`config.mk`:
```
export PLATFORM = sky130hd
export DESIGN_NAME = voting_machine_n
export DESIGN_NICKNAME = d
export VERILOG_FILES = /design/src/rtl/voting_pkg.sv /design/src/rtl/vote_debounce.sv /design/src/rtl/voting_machine_n.sv
export SDC_FILE = /design/constraint.sdc
export NUM_CORES = 1
export LEC_CHECK = 0
export ABC_AREA = 0
export CAP_MARGIN = 10
export CORE_MARGIN = 8
export CORE_UTILIZATION = 54
export CTS_CLUSTER_DIAMETER = 80
export DETAILED_ROUTE_END_ITERATION = 7
export PLACE_DENSITY = 0.76
export SLEW_MARGIN = 40
export SYNTH_ARGS = -nofsm -noshare
export SYNTH_HDL_FRONTEND = slang
export SYNTH_SLANG_ARGS = --single-unit
```
`constraint.sdc`:
```
create_clock -name clk -period 4.3 [get_ports clk]
set_input_delay 0.645 -clock clk [delete_from_list [all_inputs] [get_ports clk]]
set_output_delay 0.645 -clock clk [all_outputs]
set_load 0.03 [all_outputs]
```
`src/rtl/voting_pkg.sv`:
```
// Shared types and constants for the N-candidate voting machine.
package voting_pkg;

   typedef enum logic [1:0] {
      IDLE,
      ARMED,
      ACK,
      RESULT
   } state_t;

   localparam logic MODE_VOTE   = 1'b0;
   localparam logic MODE_RESULT = 1'b1;

   // Index width for n items, never narrower than one bit.
   function automatic int unsigned idx_w(input int unsigned n);
      return (n < 2) ? 1 : $clog2(n);
   endfunction

endpackage

```
`src/rtl/vote_debounce.sv`:
```
// Per-button debouncer: one qualify pulse after DEBOUNCE_CYC consecutive high samples.
module vote_debounce #(
   parameter int unsigned DEBOUNCE_CYC = 10
) (
   input  logic clk,
   input  logic reset,
   input  logic button,
   output logic qualify
);

   localparam int unsigned CW = $clog2(DEBOUNCE_CYC + 1);

   logic [CW-1:0] hold;

   // hold saturates at DEBOUNCE_CYC so a long press fires only once
   always_ff @(posedge clk) begin
      if (reset) begin
         hold    <= '0;
         qualify <= 1'b0;
      end else begin
         qualify <= 1'b0;
         if (!button) begin
            hold <= '0;
         end else if (hold != CW'(DEBOUNCE_CYC)) begin
            hold <= hold + 1'b1;
            if (hold == CW'(DEBOUNCE_CYC - 1))
               qualify <= 1'b1;
         end
      end
   end

endmodule

```
`src/rtl/voting_machine_n.sv`:
```
// Armed-ballot voting machine with debounced buttons, saturating tallies and a
// registered winner/tie tracker.
module voting_machine_n
   import voting_pkg::*;
#(
   parameter int unsigned NUM_CAND     = 4,
   parameter int unsigned CNT_W        = 8,
   parameter int unsigned DEBOUNCE_CYC = 10,
   parameter int unsigned ACK_CYC      = 10
) (
   input  logic                          clk,
   input  logic                          reset,
   input  logic                          mode,
   input  logic                          arm,
   input  logic [NUM_CAND-1:0]           button,
   output logic [CNT_W-1:0]              led,
   output logic                          armed,
   output logic                          vote_ack,
   output logic                          vote_err,
   output logic [idx_w(NUM_CAND)-1:0]    winner,
   output logic                          tie,
   output logic [NUM_CAND-1:0]           sat
);

   localparam int unsigned WW = idx_w(NUM_CAND);
   localparam int unsigned AW = $clog2(ACK_CYC + 1);
   localparam logic [CNT_W-1:0] MAX = '1;

   state_t              state;
   logic [NUM_CAND-1:0] qual;
   logic [CNT_W-1:0]    tally [NUM_CAND];
   logic [AW-1:0]       ack_cnt;
   logic [WW-1:0]       sel;
   logic                multi;
   logic [CNT_W-1:0]    best;
   logic [WW-1:0]       best_idx;
   logic                dup;

   for (genvar g = 0; g < NUM_CAND; g++) begin : g_deb
      vote_debounce #(.DEBOUNCE_CYC(DEBOUNCE_CYC)) u_deb (
         .clk     (clk),
         .reset   (reset),
         .button  (button[g]),
         .qualify (qual[g])
      );
   end

   always_comb begin
      sel = '0;
      for (int unsigned i = NUM_CAND; i > 0; i--)
         if (qual[i-1])
            sel = WW'(i - 1);
      multi = (qual & (qual - 1'b1)) != '0;
   end

   // Strict '>' keeps the lowest index on ties; dup flags any equal maximum.
   always_comb begin
      best     = tally[0];
      best_idx = '0;
      dup      = 1'b0;
      for (int unsigned i = 1; i < NUM_CAND; i++) begin
         if (tally[i] > best) begin
            best     = tally[i];
            best_idx = WW'(i);
            dup      = 1'b0;
         end else if (tally[i] == best) begin
            dup = 1'b1;
         end
      end
   end

   always_ff @(posedge clk) begin
      if (reset) begin
         winner <= '0;
         tie    <= 1'b1;
      end else begin
         winner <= best_idx;
         tie    <= dup;
      end
   end

   always_ff @(posedge clk) begin
      if (reset) begin
         state    <= IDLE;
         led      <= '0;
         armed    <= 1'b0;
         vote_ack <= 1'b0;
         vote_err <= 1'b0;
         sat      <= '0;
         ack_cnt  <= '0;
         for (int unsigned i = 0; i < NUM_CAND; i++)
            tally[i] <= '0;
      end else begin
         vote_ack <= 1'b0;
         vote_err <= 1'b0;
         if (mode == MODE_RESULT) begin
            // Entering RESULT from any state aborts ballots and ACK display.
            armed <= 1'b0;
            state <= RESULT;
            if (state != RESULT)
               led <= '0;
            else if (qual != '0)
               led <= tally[sel];
         end else begin
            case (state)
               IDLE: begin
                  led <= '0;
                  if (arm) begin
                     state <= ARMED;
                     armed <= 1'b1;
                  end
               end
               ARMED: begin
                  led <= '0;
                  if (multi) begin
                     vote_err <= 1'b1;
                  end else if (qual != '0) begin
                     if (tally[sel] != MAX)
                        tally[sel] <= tally[sel] + 1'b1;
                     if (tally[sel] >= MAX - 1'b1)
                        sat[sel] <= 1'b1;
                     vote_ack <= 1'b1;
                     armed    <= 1'b0;
                     led      <= '1;
                     ack_cnt  <= '0;
                     state    <= ACK;
                  end
               end
               ACK: begin
                  if (ack_cnt == AW'(ACK_CYC - 1)) begin
                     led   <= '0;
                     state <= IDLE;
                  end else begin
                     led     <= '1;
                     ack_cnt <= ack_cnt + 1'b1;
                  end
               end
               RESULT: begin
                  led   <= '0;
                  state <= IDLE;
               end
               default: state <= IDLE;
            endcase
         end
      end
   end

endmodule

```
==> results.md <==
- By area the synthesized netlist is led by sky130_fd_sc_hd__edfxtp_1 (21%), sky130_fd_sc_hd__dfxtp_1 (20%), sky130_fd_sc_hd__ha_1 (11%).
- The worst voltage drop across the vdd grid is 246 uV.
- The via count of the first global-routing pass is 3702.
- Following the worst setup path forward leads to its endpoint at winner[0].
- The post-placement setup slack is -0.178 ns.
- The final cell count without fillers is 633.
- The total number of vias is 3773.
- The first global-routing pass estimated 18100 um of wire.
- The clock latency reported for the late side of the worst-skew pair is 0.34 ns.
- After detailed routing, the average wire length per cell comes to 17.9 um.
- The buffer depth of the longest clock path is 2.
- The tool flagged a number of max-cap violations equal to 0.
- The final reports fail on negative setup slack.
- After the last flow step, the layout net total stands at 571.
- In this run, synthesis produced a sequential element count of 76.
- The number of nets in the synthesized netlist is 510.
- The remaining design rule violation count is 0.
- Summing internal, switching and leakage power gives 1.58 mW.
- Setup repair after global routing could not meet its margin everywhere.
- The placed cell area is 0.00508 mm2.
- The path class of the tightest hold or removal check is reg2reg.
- Summing all flip-flop and latch instances after layout gives 0.00184 mm2.
- 26 I/O pins were placed.
- Clock tree synthesis selected as its root buffer the cell sky130_fd_sc_hd__clkbuf_8.
- The repair_antennas step left the layout with diodes totalling 0.
- Wires add up to 11300 um.
- The overall global routing resource usage is 19.6%.
- Traced cell by cell, the critical path runs through inv_2, ha_4, a211o_1, o31a_1, buf_6, mux2_4, ha_4, nand4_1, nor2_2, and4b_1, o31ai_4, and2_4, mux2_4, ha_4, nor2b_4, o21a_1, o21a_1, o21bai_1, a21o_1, a21oi_2.
- Measured along the x axis, the die boundary spans 107 um.
- The synthesized netlist occupies a cell area of 0.00451 mm2.
- The first detailed-routing pass took 5 iterations.
- Clock-pin slew was measured on the worst setup and hold paths at 0.08 ns.
- The area of all placed cells without fillers is 0.00544 mm2.
- The most frequently used flop master after synthesis is sky130_fd_sc_hd__dfxtp_1.
- The cell accounting for the most synthesized area is sky130_fd_sc_hd__edfxtp_1.
- The initial detailed-routing violation count is 337.
- The count of endpoints failing setup in the final report is 2.
- The run finished, with violations left.
- The delay of the slowest critical-path stage is 0.42 ns.
- Input and output buffers added on the ports amount to 25.
- The area growth from synthesis to layout is 20.7%.
- Between clock sinks in the finished design, the worst skew comes to 0.00912 ns.
- In this run the biggest area consumer among cell types represents 21.3% of the synthesized area.
- The average cell area after synthesis is 9.75 um2.
- The worst setup path is captured at a flop.
- The number of filler cells placed in the layout is 631.
- The number of hold buffers added after CTS was 0.
- The last weighted congestion value of the routability-driven placer is 0.943.
- Based on the critical path, the design can be clocked at up to 230 MHz.
- The multi-input combinational cells in the finished layout cover a total of 0.00257 mm2.
- The reg-to-reg startpoint is tally[0][7].
- The measured slew at the worst slew-check pin is 0.785 ns.
- The number of cell instances on the worst register-to-register path is 20.
- The launching element of the worst setup path is tally[0][7].
- Sequential elements use 40.9% of the synthesized area.
- At the worst endpoint, the arrival time is 4.59 ns.
- The die boundary height is 107 um.
- TritonCTS built the clock tree.
- The number of antenna violations at the first check in global routing is 0.
- The full die area is 0.0115 mm2.
- In the routed layout, each cell is associated on average with a via count of 5.96.
- The total overflow left after global routing is 0.
- The H-tree depth reported by CTS is 3.
- Detailed placement finished with a half-perimeter wire length of 8320 um.
- The final worst-path cycle share is 101%.
- The hold slack is 0.483 ns.
- The largest net degree at the start of global routing is 20.
- The share of final-layout standard cells stronger than drive strength 1 is 21.2%.
- Buffers inserted during clock tree synthesis total 9.
- The initial core utilization is 55.4%.
- Setup slack on the worst reg-to-reg path comes out at -0.05 ns.
- The count of antenna-violating nets left after detailed routing is 0.
- The final period demand of the worst path is 4.35 ns.
- The areal power density over the cells is 290 mW/mm2.
- The number of pins with negative max-slew slack in the final report is 0.
- The placeable core area is 0.00813 mm2.
- The endpoint identified for the worst register-to-register timing path is winner[0].
- Setup slack on the critical path of the routed design comes to -0.0538 ns.
- In this run the static leakage power is 2.11 nW.
- The most common cell after layout, fill and taps aside is sky130_fd_sc_hd__nor2_1.
- In this run, distinct cell masters in the synthesized netlist total 62.
- The share of flip-flops with an asynchronous set or reset after synthesis is 0%.
- The kind of critical path is reg2reg.
- The number of instances in the placed design is 611.
- In this run the core area contains 33 standard-cell rows.
- The critical-path maximum fanout is 8.
- The final count of hold timing violations is 0.
- The number of warnings issued by yosys is 0.
- The master of the slowest instance on the critical path is sky130_fd_sc_hd__edfxtp_1.
- In this design, the critical path's most frequently occurring cell is sky130_fd_sc_hd__ha_4.
- The required arrival time at the worst endpoint is 4.54 ns.
- The count of flip-flops with a built-in enable after synthesis is 32.
- The element type at the critical path start is a flop.
- The number of clock sinks is 76.
- The cell count after synthesis came out at 462.
- The library cells used most frequently in the layout, excluding fill and tap cells, are sky130_fd_sc_hd__nor2_1 (56), sky130_fd_sc_hd__dfxtp_1 (44), sky130_fd_sc_hd__buf_4 (40).
- The worst max-slew margin expressed relative to the limit is 47.3%.
layer usage:
metal | share of wire [%] | vias up | global-route usage, %
li1 | - | 1801 | -
met1 | 42 | 1774 | 24.1
met2 | 48 | 164 | 32.9
met3 | 6.7 | 34 | 3.53
met4 | 3.2 | 0 | 8.72
met5 | 0 | - | 0
Yosys cell counts (3+ instances only):
master / count
sky130_fd_sc_hd__xor2_1: 6
sky130_fd_sc_hd__o21a_1: 9
sky130_fd_sc_hd__a21o_1: 5
sky130_fd_sc_hd__clkbuf_1: 6
sky130_fd_sc_hd__o22ai_1: 6
sky130_fd_sc_hd__nor2_1: 58
sky130_fd_sc_hd__nand4_1: 7
sky130_fd_sc_hd__ha_1: 40
sky130_fd_sc_hd__nand2b_1: 3
sky130_fd_sc_hd__o31ai_1: 4
sky130_fd_sc_hd__dfxtp_1: 44
sky130_fd_sc_hd__o21ai_0: 21
sky130_fd_sc_hd__edfxtp_1: 32
sky130_fd_sc_hd__or2_2: 3
sky130_fd_sc_hd__buf_6: 3
sky130_fd_sc_hd__nor2b_1: 11
sky130_fd_sc_hd__nand3_1: 13
sky130_fd_sc_hd__a21oi_1: 19
sky130_fd_sc_hd__nand2_1: 14
sky130_fd_sc_hd__o21ai_1: 3
sky130_fd_sc_hd__inv_1: 34
sky130_fd_sc_hd__buf_2: 5
sky130_fd_sc_hd__nor3b_1: 8
sky130_fd_sc_hd__nor3_1: 15
sky130_fd_sc_hd__xnor2_1: 7
sky130_fd_sc_hd__mux2i_1: 7
sky130_fd_sc_hd__a31oi_1: 3
sky130_fd_sc_hd__a211oi_1: 15
sky130_fd_sc_hd__nand3b_1: 5
sky130_fd_sc_hd__or4bb_1: 4
sky130_fd_sc_hd__mux2_2: 11
sky130_fd_sc_hd__o2bb2ai_2: 4
worst min path at each step:
stage / from / slack [ns] / to / depth (start not counted)
after floorplan: g_deb[1].u_deb.hold[2] / 0.47 / g_deb[1].u_deb.hold[2] / 2
after global placement: sat[1] / 0.47 / sat[1] / 1
after detailed placement: sat[0] / 0.47 / sat[0] / 1
after CTS: sat[0] / 0.49 / sat[0] / 1
after global routing: sat[1] / 0.50 / sat[1] / 1
final: sat[0] / 0.48 / sat[0] / 1
cell families (layout without fill, tap and decap cells):
group	Yosys count	in the layout	synth area share [%]
AOI/OAI and AO/OA	108	108	17.3
xor gates and xnor gates	13	13	2.53
muxes	18	18	4.30
and+or+nand+nor	155	155	18.7
adders and majority gates	40	40	11.1
DFF	76	76	40.9
buffers and inverters	52	118	5.14
final cells by class:
cell class                 instances  share of cell area [%]
multi-input combinational        334                    47.2
clock buffer                      11                    2.99
timing repair buffer              67                    10.5
clock inverter                     5                   0.598
inverter                          35                    2.42
sequential                        76                    33.9
tap                              105                    2.42
sequential cells by signal (all words and copies together) (netlist names):
signal and flops:
winner 2, armed 1, g_deb.u_deb.qualify 4, sat 4, g_deb.u_deb.hold 16, vote_err 1
tie 1, ack_cnt 4, tally 32, led 8, state 2, vote_ack 1
report_power, final:
| group | internal [mW] | switching, mW |
|---|---|---|
| logic | 0.124 | 0.134 |
| clock network | 0.260 | 0.265 |
| registers | 0.774 | 0.0212 |
| total | 1.16 | 0.420 |
timing repair:
| action | in CTS | in global routing |
|---|---|---|
| resized for setup | 12 | 15 |
| setup buffers | 2 | 4 |
| setup endpoints to repair | 3 | 3 |
| cloned | 0 | 0 |
| pin swaps | 10 | 14 |
worst max-delay path, delay by kind of cell, from the launching register on:
kind | cells | cell delay, ns
compound gates | 8 | 1.44
fa+ha+maj | 3 | 0.69
buf+inv | 2 | 0.26
flops | 1 | 0.42
mux | 2 | 0.64
simple gates | 5 | 0.80
through the flow:
step                TNS (ns)  util [%]
finish                -0.105      66.9
global route          -0.821      66.9
floorplan            -0.0101         -
CTS                        0      65.8
detailed placement    -0.506      62.4
global placement      -0.340      62.4
(Power assumes the default switching activity.)
